## config.mk

```make
export PLATFORM = sky130hd
export DESIGN_NAME = t05_huffman_decoder_flat
export DESIGN_NICKNAME = d
export VERILOG_FILES = /design/src/rtl/t05_huffman_decoder_pkg.sv /design/src/rtl/t05_huffman_decoder_if.sv /design/src/rtl/t05_huffman_decoder_node_fetch.sv /design/src/rtl/t05_huffman_decoder.sv /design/src/flat_wrapper.sv
export SDC_FILE = /design/constraint.sdc
export NUM_CORES = 1
export LEC_CHECK = 0
export ABC_CLOCK_PERIOD_IN_PS = 2300
export CAP_MARGIN = 20
export CORE_MARGIN = 2
export CORE_UTILIZATION = 35
export CTS_CLUSTER_DIAMETER = 50
export CTS_CLUSTER_SIZE = 30
export DETAILED_ROUTE_END_ITERATION = 8
export GPL_TIMING_DRIVEN = 0
export HOLD_SLACK_MARGIN = 0.08
export PLACE_DENSITY = 0.71
export REMOVE_ABC_BUFFERS = 1
export SYNTH_ARGS = -nofsm -noshare
export SYNTH_HDL_FRONTEND = slang
export SYNTH_SLANG_ARGS = --single-unit
```

## constraint.sdc

```tcl
create_clock -name clk -period 2.3 [get_ports clk]
set_input_delay 0.345 -clock clk [delete_from_list [all_inputs] [get_ports clk]]
set_output_delay 0.345 -clock clk [all_outputs]
set_load 0.005 [all_outputs]
```

## src/rtl/t05_huffman_decoder_pkg.sv

```systemverilog
// Shared definitions for the team 05 Huffman decoder: tree-node field layout,
// decode-state code and the decoder walk-state enum.
package t05_huff_pkg;

  localparam int unsigned NODE_W  = 71;
  localparam int unsigned FIELD_W = 9;
  localparam int unsigned ADDR_W  = 7;
  localparam int unsigned CHAR_W  = 8;
  localparam int unsigned COUNT_W = 16;

  localparam int unsigned LEFT_HI  = 63;
  localparam int unsigned RIGHT_HI = 54;

  localparam logic [FIELD_W-1:0] NULL_NODE    = 9'h180;
  localparam logic [3:0]         DECODE_STATE = 4'd6;

  typedef logic [FIELD_W-1:0] child_field_t;

  typedef enum logic [2:0] {
    S_IDLE,
    S_FETCH_ROOT,
    S_WAIT,
    S_WALK,
    S_FETCH_CHILD,
    S_EMIT,
    S_DONE,
    S_ERR
  } dec_state_e;

  // Internal child index i lives at SRAM address 2*i, truncated to 7 bits.
  function automatic logic [ADDR_W-1:0] child_addr(input child_field_t f);
    return {f[ADDR_W-2:0], 1'b0};
  endfunction

  function automatic logic is_leaf(input child_field_t f);
    return !f[FIELD_W-1];
  endfunction

endpackage

```

## src/rtl/t05_huffman_decoder_if.sv

```systemverilog
// Bitstream, node-SRAM and character-output handshakes of the Huffman decoder.
interface t05_huffman_decoder_if;
  import t05_huff_pkg::*;

  logic                bit_in;
  logic                bit_valid;
  logic                bit_ready;
  logic                stream_done;
  logic                node_rd;
  logic [ADDR_W-1:0]   node_addr;
  logic [NODE_W-1:0]   node_data;
  logic                read_complete;
  logic [CHAR_W-1:0]   char_out;
  logic                char_valid;
  logic                char_ready;

  modport master (
    output bit_ready, node_rd, node_addr, char_out, char_valid,
    input  bit_in, bit_valid, stream_done, node_data, read_complete, char_ready
  );

  modport slave (
    input  bit_ready, node_rd, node_addr, char_out, char_valid,
    output bit_in, bit_valid, stream_done, node_data, read_complete, char_ready
  );

endinterface

```

## src/rtl/t05_huffman_decoder_node_fetch.sv

```systemverilog
// Node SRAM read handshake: registered read pulse/address and the latched
// left/right child fields of the current node.
module t05_node_fetch
  import t05_huff_pkg::*;
(
  input  logic                clk,
  input  logic                rst,
  input  logic                en,
  input  logic                req,
  input  logic [ADDR_W-1:0]   req_addr,
  input  logic                latch,
  input  logic [NODE_W-1:0]   node_data,
  output logic                node_rd,
  output logic [ADDR_W-1:0]   node_addr,
  output child_field_t        left_field,
  output child_field_t        right_field
);

  // Only the two child fields of a node word matter to the walk.
  logic unused_node_bits;
  assign unused_node_bits = ^{node_data[NODE_W-1:LEFT_HI+1],
                              node_data[RIGHT_HI-FIELD_W:0]};

  always_ff @(posedge clk or posedge rst) begin
    if (rst) begin
      node_rd     <= 1'b0;
      node_addr   <= '0;
      left_field  <= '0;
      right_field <= '0;
    end else if (en) begin
      node_rd <= req;
      if (req) begin
        node_addr <= req_addr;
      end
      if (latch) begin
        left_field  <= node_data[LEFT_HI -: FIELD_W];
        right_field <= node_data[RIGHT_HI -: FIELD_W];
      end
    end
  end

endmodule

```

## src/rtl/t05_huffman_decoder.sv

```systemverilog
// Huffman bitstream decoder: walks the SRAM-resident tree one code bit per
// node fetch and emits one character per leaf reached.
module t05_huffman_decoder
  import t05_huff_pkg::*;
(
  input  logic                      clk,
  input  logic                      rst,
  input  logic [3:0]                en_state,
  input  logic [ADDR_W-1:0]         max_index,
  t05_huffman_decoder_if.master     bus,
  output logic                      finished,
  output logic                      error,
  output logic [COUNT_W-1:0]        char_count
);

  dec_state_e        state_q, state_d;
  logic              en;
  logic              at_root_q;
  logic              fetch_req;
  logic              fetch_root;
  logic [ADDR_W-1:0] fetch_addr;
  logic              latch;
  logic              emit_load;
  logic              char_take;
  logic              bit_ready_c;
  child_field_t      left_f, right_f, sel_f;
  logic [CHAR_W-1:0] char_q;
  logic              char_valid_q;

  assign en = (en_state == DECODE_STATE);

  t05_node_fetch u_fetch (
    .clk         (clk),
    .rst         (rst),
    .en          (en),
    .req         (fetch_req),
    .req_addr    (fetch_addr),
    .latch       (latch),
    .node_data   (bus.node_data),
    .node_rd     (bus.node_rd),
    .node_addr   (bus.node_addr),
    .left_field  (left_f),
    .right_field (right_f)
  );

  always_ff @(posedge clk or posedge rst) begin
    if (rst) begin
      state_q <= S_IDLE;
    end else if (en) begin
      state_q <= state_d;
    end
  end

  // The read request is issued on the edge that enters a FETCH state, so the
  // pulse and address are registered yet the fetch still costs one cycle.
  always_comb begin
    state_d     = state_q;
    fetch_req   = 1'b0;
    fetch_root  = 1'b0;
    fetch_addr  = max_index;
    latch       = 1'b0;
    emit_load   = 1'b0;
    char_take   = 1'b0;
    bit_ready_c = 1'b0;
    sel_f       = bus.bit_in ? right_f : left_f;
    if (en) begin
      unique case (state_q)
        S_IDLE: begin
          state_d    = S_FETCH_ROOT;
          fetch_req  = 1'b1;
          fetch_root = 1'b1;
        end
        S_FETCH_ROOT, S_FETCH_CHILD: begin
          state_d = S_WAIT;
        end
        S_WAIT: begin
          if (bus.read_complete) begin
            latch   = 1'b1;
            state_d = S_WALK;
          end
        end
        S_WALK: begin
          bit_ready_c = 1'b1;
          if (bus.bit_valid) begin
            if (sel_f == NULL_NODE) begin
              state_d = S_ERR;
            end else if (is_leaf(sel_f)) begin
              state_d   = S_EMIT;
              emit_load = 1'b1;
            end else begin
              state_d    = S_FETCH_CHILD;
              fetch_req  = 1'b1;
              fetch_addr = child_addr(sel_f);
            end
          end else if (bus.stream_done) begin
            // Running dry part-way through a code means a truncated stream.
            state_d = at_root_q ? S_DONE : S_ERR;
          end
        end
        S_EMIT: begin
          if (bus.char_ready) begin
            char_take  = 1'b1;
            state_d    = S_FETCH_ROOT;
            fetch_req  = 1'b1;
            fetch_root = 1'b1;
          end
        end
        S_DONE, S_ERR: begin
          state_d = state_q;
        end
      endcase
    end
  end

  always_ff @(posedge clk or posedge rst) begin
    if (rst) begin
      at_root_q    <= 1'b0;
      char_q       <= '0;
      char_valid_q <= 1'b0;
      char_count   <= '0;
      finished     <= 1'b0;
      error        <= 1'b0;
    end else if (en) begin
      if (fetch_req) begin
        at_root_q <= fetch_root;
      end
      if (emit_load) begin
        char_q       <= sel_f[CHAR_W-1:0];
        char_valid_q <= 1'b1;
      end
      if (char_take) begin
        char_valid_q <= 1'b0;
        char_count   <= char_count + 16'd1;
      end
      if (state_d == S_DONE) begin
        finished <= 1'b1;
      end
      if (state_d == S_ERR) begin
        error <= 1'b1;
      end
    end
  end

  assign bus.bit_ready  = bit_ready_c;
  assign bus.char_out   = char_q;
  assign bus.char_valid = char_valid_q;

endmodule

```

## src/flat_wrapper.sv

```systemverilog
// flat-port wrapper written by rule: the top's interface ports become plain ports
module t05_huffman_decoder_flat import t05_huff_pkg::*;
  (clk, rst, en_state, max_index, finished, error, char_count, bus_bit_ready, bus_node_rd, bus_node_addr, bus_char_out, bus_char_valid, bus_bit_in, bus_bit_valid, bus_stream_done, bus_node_data, bus_read_complete, bus_char_ready);
  t05_huffman_decoder_if bus_i ();
  input  logic clk;
  input  logic rst;
  input  logic [3:0] en_state;
  input  logic [ADDR_W-1:0] max_index;
  output logic finished;
  output logic error;
  output logic [COUNT_W-1:0] char_count;
  output wire logic [$bits(bus_i.bit_ready)-1:0] bus_bit_ready;
  output wire logic [$bits(bus_i.node_rd)-1:0] bus_node_rd;
  output wire logic [$bits(bus_i.node_addr)-1:0] bus_node_addr;
  output wire logic [$bits(bus_i.char_out)-1:0] bus_char_out;
  output wire logic [$bits(bus_i.char_valid)-1:0] bus_char_valid;
  input wire logic [$bits(bus_i.bit_in)-1:0] bus_bit_in;
  input wire logic [$bits(bus_i.bit_valid)-1:0] bus_bit_valid;
  input wire logic [$bits(bus_i.stream_done)-1:0] bus_stream_done;
  input wire logic [$bits(bus_i.node_data)-1:0] bus_node_data;
  input wire logic [$bits(bus_i.read_complete)-1:0] bus_read_complete;
  input wire logic [$bits(bus_i.char_ready)-1:0] bus_char_ready;
  assign bus_bit_ready = bus_i.bit_ready;
  assign bus_node_rd = bus_i.node_rd;
  assign bus_node_addr = bus_i.node_addr;
  assign bus_char_out = bus_i.char_out;
  assign bus_char_valid = bus_i.char_valid;
  assign bus_i.bit_in = bus_bit_in;
  assign bus_i.bit_valid = bus_bit_valid;
  assign bus_i.stream_done = bus_stream_done;
  assign bus_i.node_data = bus_node_data;
  assign bus_i.read_complete = bus_read_complete;
  assign bus_i.char_ready = bus_char_ready;
  t05_huffman_decoder u_core (.clk(clk), .rst(rst), .en_state(en_state), .max_index(max_index), .bus(bus_i), .finished(finished), .error(error), .char_count(char_count));
endmodule
```

==> results of run 1 <==
==> state kept, by name (all words and copies together), names as in the netlist <==
signal / cells
u_core.state_q: 3
u_core.u_fetch.left_field: 9
u_core.bus.char_out: 8
u_core.finished: 1
u_core.u_fetch.right_field: 9
u_core.at_root_q: 1
u_core.char_count: 16
u_core.u_fetch.node_addr: 7
u_core.error: 1
u_core.bus.char_valid: 1
u_core.u_fetch.node_rd: 1
==> power groups by stage <==
| stage | Combinational [mW] | Sequential, mW | Clock [mW] |
|---|---|---|---|
| after floorplan | 0.298 | 1.31 | 0 |
| after global placement | 0.582 | 1.34 | 0 |
| after detailed placement | 0.603 | 1.35 | 0 |
| after CTS | 0.607 | 1.33 | 0.986 |
| after global routing | 0.673 | 1.37 | 1.03 |
| final | 0.607 | 1.34 | 0.962 |
==> final timing paths <==
kind,from,end,slack [ns],cells past startpoint
worst min register to register,u_core.char_count[15],u_core.char_count[15],0.47,1
min in group clk,u_core.char_count[15],u_core.char_count[15],0.47,1
worst max-delay path,en_state[1],bus_bit_ready,0.08,4
max in group asynchronous,rst,u_core.u_fetch.left_field[7],1.28,3
worst min-delay path,rst,u_core.u_fetch.node_addr[1],0.44,2
worst max register to register,u_core.u_fetch.left_field[4],u_core.u_fetch.node_addr[5],0.34,5
==> metrics by stage <==
step,std cells,worst slack (ns),util [%],area (um^2)
4_1_cts,410,0.0101,50.2,3600
5_1_grt,411,0.0145,50.6,3630
2_1_floorplan,223,0.447,-,2520
6_report,411,0.0811,50.6,3630
3_5_place_dp,394,-0.383,47.1,3380
3_3_place_gp,393,-0.474,46.8,3360
==> routing by layer <==
| metal | part of all wire (%) | wire [um] | vias to the layer above |
|---|---|---|---|
| met5 | 0 | 0 | - |
| met4 | 0.76 | 44 | 0 |
| met3 | 5.4 | 315 | 4 |
| met2 | 50 | 2910 | 61 |
| met1 | 44 | 2560 | 962 |
| li1 | - | - | 966 |
==> repair_timing <==
action	in CTS	in global routing
gates cloned	0	0
resized for setup	3	4
pin swaps	0	2
endpoints found under the setup margin	19	28
setup buffers	0	1
==> cells in the mapped netlist, drive strengths merged <==
cell type / n
buf: 6
o21ai: 17
o211ai: 7
nand3: 18
xor2: 3
o21a: 1
nor4b: 2
nor3: 4
a31o: 1
inv: 4
o2111a: 1
xnor2: 12
mux2i: 9
a21oi: 6
and2: 2
o21bai: 1
or3: 1
mux2: 18
nor4bb: 1
dfrtp: 57
o31ai: 1
nand4: 4
nor4: 3
clkbuf: 4
nor2b: 1
nand2: 34
nand4bb: 1
o22ai: 1
nand2b: 1
and3: 3
nor2: 6
nand3b: 2
ha: 1
==> layout make-up <==
type	count	area, um^2	share of cell area, %
clock inverter	2	35.0	0.966
inverter	4	15.0	0.414
sequential	57	1430	39.3
tap	99	124	3.41
clock buffer	14	173	4.76
multi-input combinational	162	1120	30.8
timing repair buffer	73	738	20.3
==> worst max-delay path: cells and delay by family <==
kind | cells | cell delay (ns)
buffers and inverters | 2 | 0.98
and+or+nand+nor | 2 | 0.55
==> logic make-up (layout without fill, tap and decap cells) <==
| logic type | after synthesis | in the layout | synth area share [%] |
|---|---|---|---|
| xor+xnor | 15 | 15 | 5.10 |
| compound gates | 36 | 36 | 8.41 |
| fa+ha+maj | 1 | 1 | 0.486 |
| mux | 27 | 27 | 11.4 |
| flops | 57 | 57 | 55.4 |
| simple gates | 83 | 83 | 16.6 |
| buf+inv | 14 | 93 | 2.58 |
==> reports/results.tsv, run 1 <==
metric	value	unit
status	finished clean	
total power	2.90	mW
Yosys cell types	37	
setup TNS	0	ns
WHS	0.436	ns
first-pass GRT wire length	9580	um
Max Slew Vio Count	0	
Initial Utilization	35.9	%
most frequent cells in the layout	clkdlybuf4s50_1, dfrtp_1, nand2_1	
CTS Hold Bufs	0	
Vias/cell	4.85	
layout net count	397	
switching fraction of total power	27.0	%
Max Fclk	0.451	GHz
Arrival @ worst endpoint	1.87	ns
CTS Buffer Depth	2	
flop and latch count out of synthesis	57	
Yosys Warn Count	0	
htree depth	3	
Logic pwr share	20.9	%
power per standard cell area	801	nW/um^2
gr usage total	15.1	%
Worst setup SP type	input port	
First DRT Iteration DRCs	109	
Global Route met1 Usage	18.2	%
Post-DRT Antenna Nets	0	
top-area cell type share of the netlist area	55.4	%
fin crit share	96.5	%
clock skew	0.00920	ns
crit path capture type	output port	
Post-DP HPWL	4350	um
P_leak	1.60	nW
vias in the first global route	1965	
clk_lat worst skew	0.33	ns
Routed WL per cell	14.2	um
CP Class	in -> out	
Cell Area, Synth	2570	um^2
sw power	785	uW
Required @ worst endpoint	1.96	ns
clock sinks	57	
CP dominant cell by count	clkdlybuf4s50_1	
Mean Syn Cell Area	11.0	um^2
sequential share of the synthesized area	55.4	%
clock network fraction of total power	33.1	%
TritonCTS clock tree	yes	
# rows	31	
max cap viols	0	
Root Buffer	clkbuf_8	
Synth area leaders	dfrtp_1, mux2_2, nand2_1	
max_slew headroom	55.8	%
fin crit period	2.22	ns
I/O Buffers	71	
pin count of the biggest net entering global routing	32	
CP cell instances	clkdlybuf4s50_1 -> nor4bb_4 -> and3_4 -> clkdlybuf4s50_1	
Fill cells	660	
Peak VDD IR	0.356	mV
total grt overflow	0	
grt met2 use	25.0	%
Crit Path Max Fanout	2	
GRT Max-Usage Layer	met2	
Ant. Diodes	0	
final hold viol count	0	
layout cell share with drive strength beyond 1	14.1	%
initial antenna violation count	0	
Crit-path slowest cell	clkdlybuf4s50_1	
Hold WC Path Type	in -> async	
drt first pass iters	4	
Sequential Power Share	46.0	%
die area	8060	um^2
commonest non-fill, non-tap cell in the layout	clkdlybuf4s50_1	
DRC violations left	0	
cell-internal power	2.12	mW
final wirelength	5820	um
die height	89.8	um
P&R area growth vs syn	41.0	%
CP peak stage delay	0.50	ns
actual slew at the worst max-slew pin	0.660	ns
RSZ-0062 raised after global routing	false	
global placement routability congestion	0.857	
cell taking the most area after synthesis	dfrtp_1	
Syn Inst Count	233	
Core Footprint	7180	um^2
Finish-stage setup viols	0	
Vias	1993	
I/O pins	125	
met3 Usage GRT	5.95	%
CTS clock-pin slew for the worst setup and hold paths	0.06	ns
die width	89.8	um
Num CTS Buffers	9	
(Power assumes the default switching activity.)
==> inputs of run 2 (changes only) <==
--- a/config.mk
+++ b/config.mk
@@ -5,7 +5,7 @@
 export SDC_FILE = /design/constraint.sdc
 export NUM_CORES = 1
 export LEC_CHECK = 0
-export ABC_CLOCK_PERIOD_IN_PS = 2300
+export ABC_CLOCK_PERIOD_IN_PS = 1900
 export CAP_MARGIN = 20
 export CORE_MARGIN = 2
 export CORE_UTILIZATION = 35
@@ -14,7 +14,7 @@
 export DETAILED_ROUTE_END_ITERATION = 8
 export GPL_TIMING_DRIVEN = 0
 export HOLD_SLACK_MARGIN = 0.08
-export PLACE_DENSITY = 0.71
+export PLACE_DENSITY = 0.74
 export REMOVE_ABC_BUFFERS = 1
 export SYNTH_ARGS = -nofsm -noshare
 export SYNTH_HDL_FRONTEND = slang
==> constraint.sdc (replaced) <==
create_clock -name clk -period 1.9 [get_ports clk]
set_input_delay 0.285 -clock clk [delete_from_list [all_inputs] [get_ports clk]]
set_output_delay 0.285 -clock clk [all_outputs]
set_load 0.005 [all_outputs]
==> run 2 against run 1 <==
  * Sequential power rose by 22%
  * Final cell count unchanged
  * Flip-flop and latch count did not move
  * Critical endpoint unchanged
  * Critical path type unchanged
==> reports/results.tsv, run 2 (synthesis gave the netlist of run 1 again) <==
metric	value	unit	change
P_leak	1.62	nW	+1.4%
Max Fclk	0.550	GHz	
layout cell share with drive strength beyond 1	16.0	%	+1.9 points
CP top delay family	buffers and inverters		
Layout Cells excl Fill	411		unchanged
Initial Utilization	35.9	%	unchanged
total power	3.37	mW	+16%
setup slack, reg-to-reg	0.18	ns	-0.16 ns
TritonCTS clock tree	yes		
Core Footprint	7180	um^2	unchanged
CTS Buffer Depth	2		unchanged
Routed WL per cell	14.1	um	-0.45%
Ant. Diodes	0		unchanged
RSZ-0062 raised after global routing	false		
crit path capture type	output port		
pre-CTS setup slack	-0.757	ns	-0.374 ns
power per standard cell area	920	nW/um^2	+15%
Num CTS Buffers	9		unchanged
first-pass GRT wire length	9610	um	+0.36%
Top reg by flops	u_core.char_count		
global placement routability congestion	0.842		-1.7%
layout net count	397		unchanged
final wirelength	5800	um	-0.45%
gr usage total	14.9	%	-0.17 points
I/O Buffers	71		unchanged
status	finished clean		
die width	89.8	um	unchanged
CTS clock-pin slew for the worst setup and hold paths	0.06	ns	about the same
drt first pass iters	4		unchanged
die height	89.8	um	unchanged
CP cell instances	clkdlybuf4s50_1 -> nor4bb_4 -> and3_4 -> dlygate4sd2_1		
Arrival @ worst endpoint	1.53	ns	-0.34 ns
Post-DRT Antenna Nets	0		unchanged
CP peak stage delay	0.46	ns	-0.04 ns
number of flip-flops under the largest register name	16		unchanged
CTS Hold Bufs	0		unchanged
die area	8060	um^2	unchanged
Max Slew Vio Count	0		unchanged
Root Buffer	clkbuf_8		
final hold viol count	0		unchanged
WHS	0.305	ns	-0.130 ns
# rows	31		unchanged
Buffers & Inverters on Critical Path	2		unchanged
fin crit share	95.7	%	
cell area after layout	3660	um^2	+1.0%
htree depth	3		unchanged
actual slew at the worst max-slew pin	0.671	ns	+0.0104 ns
CP Class	in -> out		
total grt overflow	0		unchanged
vias in the first global route	2052		+4.4%
First DRT Iteration DRCs	140		+28%
Vias	2025		+1.6%
Peak VDD IR	0.424	mV	+19%
post-route setup slack	0.0826	ns	+0.00149 ns
Vias/cell	4.93		+1.6%
I/O pins	125		unchanged
fin crit period	1.82	ns	
Regs by FF count	u_core.char_count (16), u_core.u_fetch.left_field (9), u_core.u_fetch.right_field (9)		
commonest non-fill, non-tap cell in the layout	clkdlybuf4s50_1		
clock skew	0.00572	ns	-0.00348 ns
placed insts	394		unchanged
setup TNS	0	ns	unchanged
max_slew headroom	55.3	%	-0.55 points
Worst setup SP type	input port		
Hold WC Path Type	in -> async		
DP Area	3380	um^2	unchanged
Finish-stage setup viols	0		unchanged
Crit Path Max Fanout	2		unchanged
most frequent cells in the layout	clkdlybuf4s50_1, dfrtp_1, nand2_1		
initial antenna violation count	0		unchanged
final core area utilization	51.1	%	+0.51 points
max cap viols	0		unchanged
Post-DP HPWL	4250	um	-2.2%
P&R area growth vs syn	42.4	%	
clk_lat worst skew	0.33	ns	about the same
DRC violations left	0		unchanged
clock sinks	57		unchanged
Required @ worst endpoint	1.62	ns	-0.34 ns
Crit-path slowest cell	clkdlybuf4s50_1		
pin count of the biggest net entering global routing	37		+16%
-- run 2: metal layers --
metal	vias to the layer above	routed length, um	track usage (%)
li1	974	-	-
met3	4	269	5.28
met4	0	31	4.62
met2	53	2940	25.3
met1	994	2550	17.9
met5	-	0	0
-- run 2: cell type report --
class / instances / area (um^2)
clock buffer: 13 / 159
clock inverter: 3 / 15.0
fill: 640 / 3510
inverter: 4 / 15.0
multi-input combinational: 162 / 1190
sequential: 57 / 1430
tap: 99 / 124
timing repair buffer: 73 / 734
-- run 2: repair_timing --
item	4_1_cts	5_1_grt
gates resized for setup	15	7
pin swaps	2	2
buffers inserted	1	0
endpoints found under the setup margin	45	24
gates cloned	0	0
-- run 2: path summary, 6_finish.rpt --
kind	startpoint	endpoint	depth (start not counted)
hold / removal	rst	u_core.char_count[4]	2
setup reg to reg	u_core.state_q[2]	u_core.char_count[10]	5
max in group asynchronous	rst	u_core.u_fetch.left_field[8]	3
hold reg to reg	u_core.error	u_core.error	1
setup / recovery	en_state[0]	bus_bit_ready	4
min in group clk	u_core.error	u_core.error	1
-- run 2: power by group --
group | internal [mW] | switching, mW
Combinational | 0.443 | 0.314
Sequential | 1.42 | 0.200
Clock | 0.538 | 0.452
Total | 2.41 | 0.966
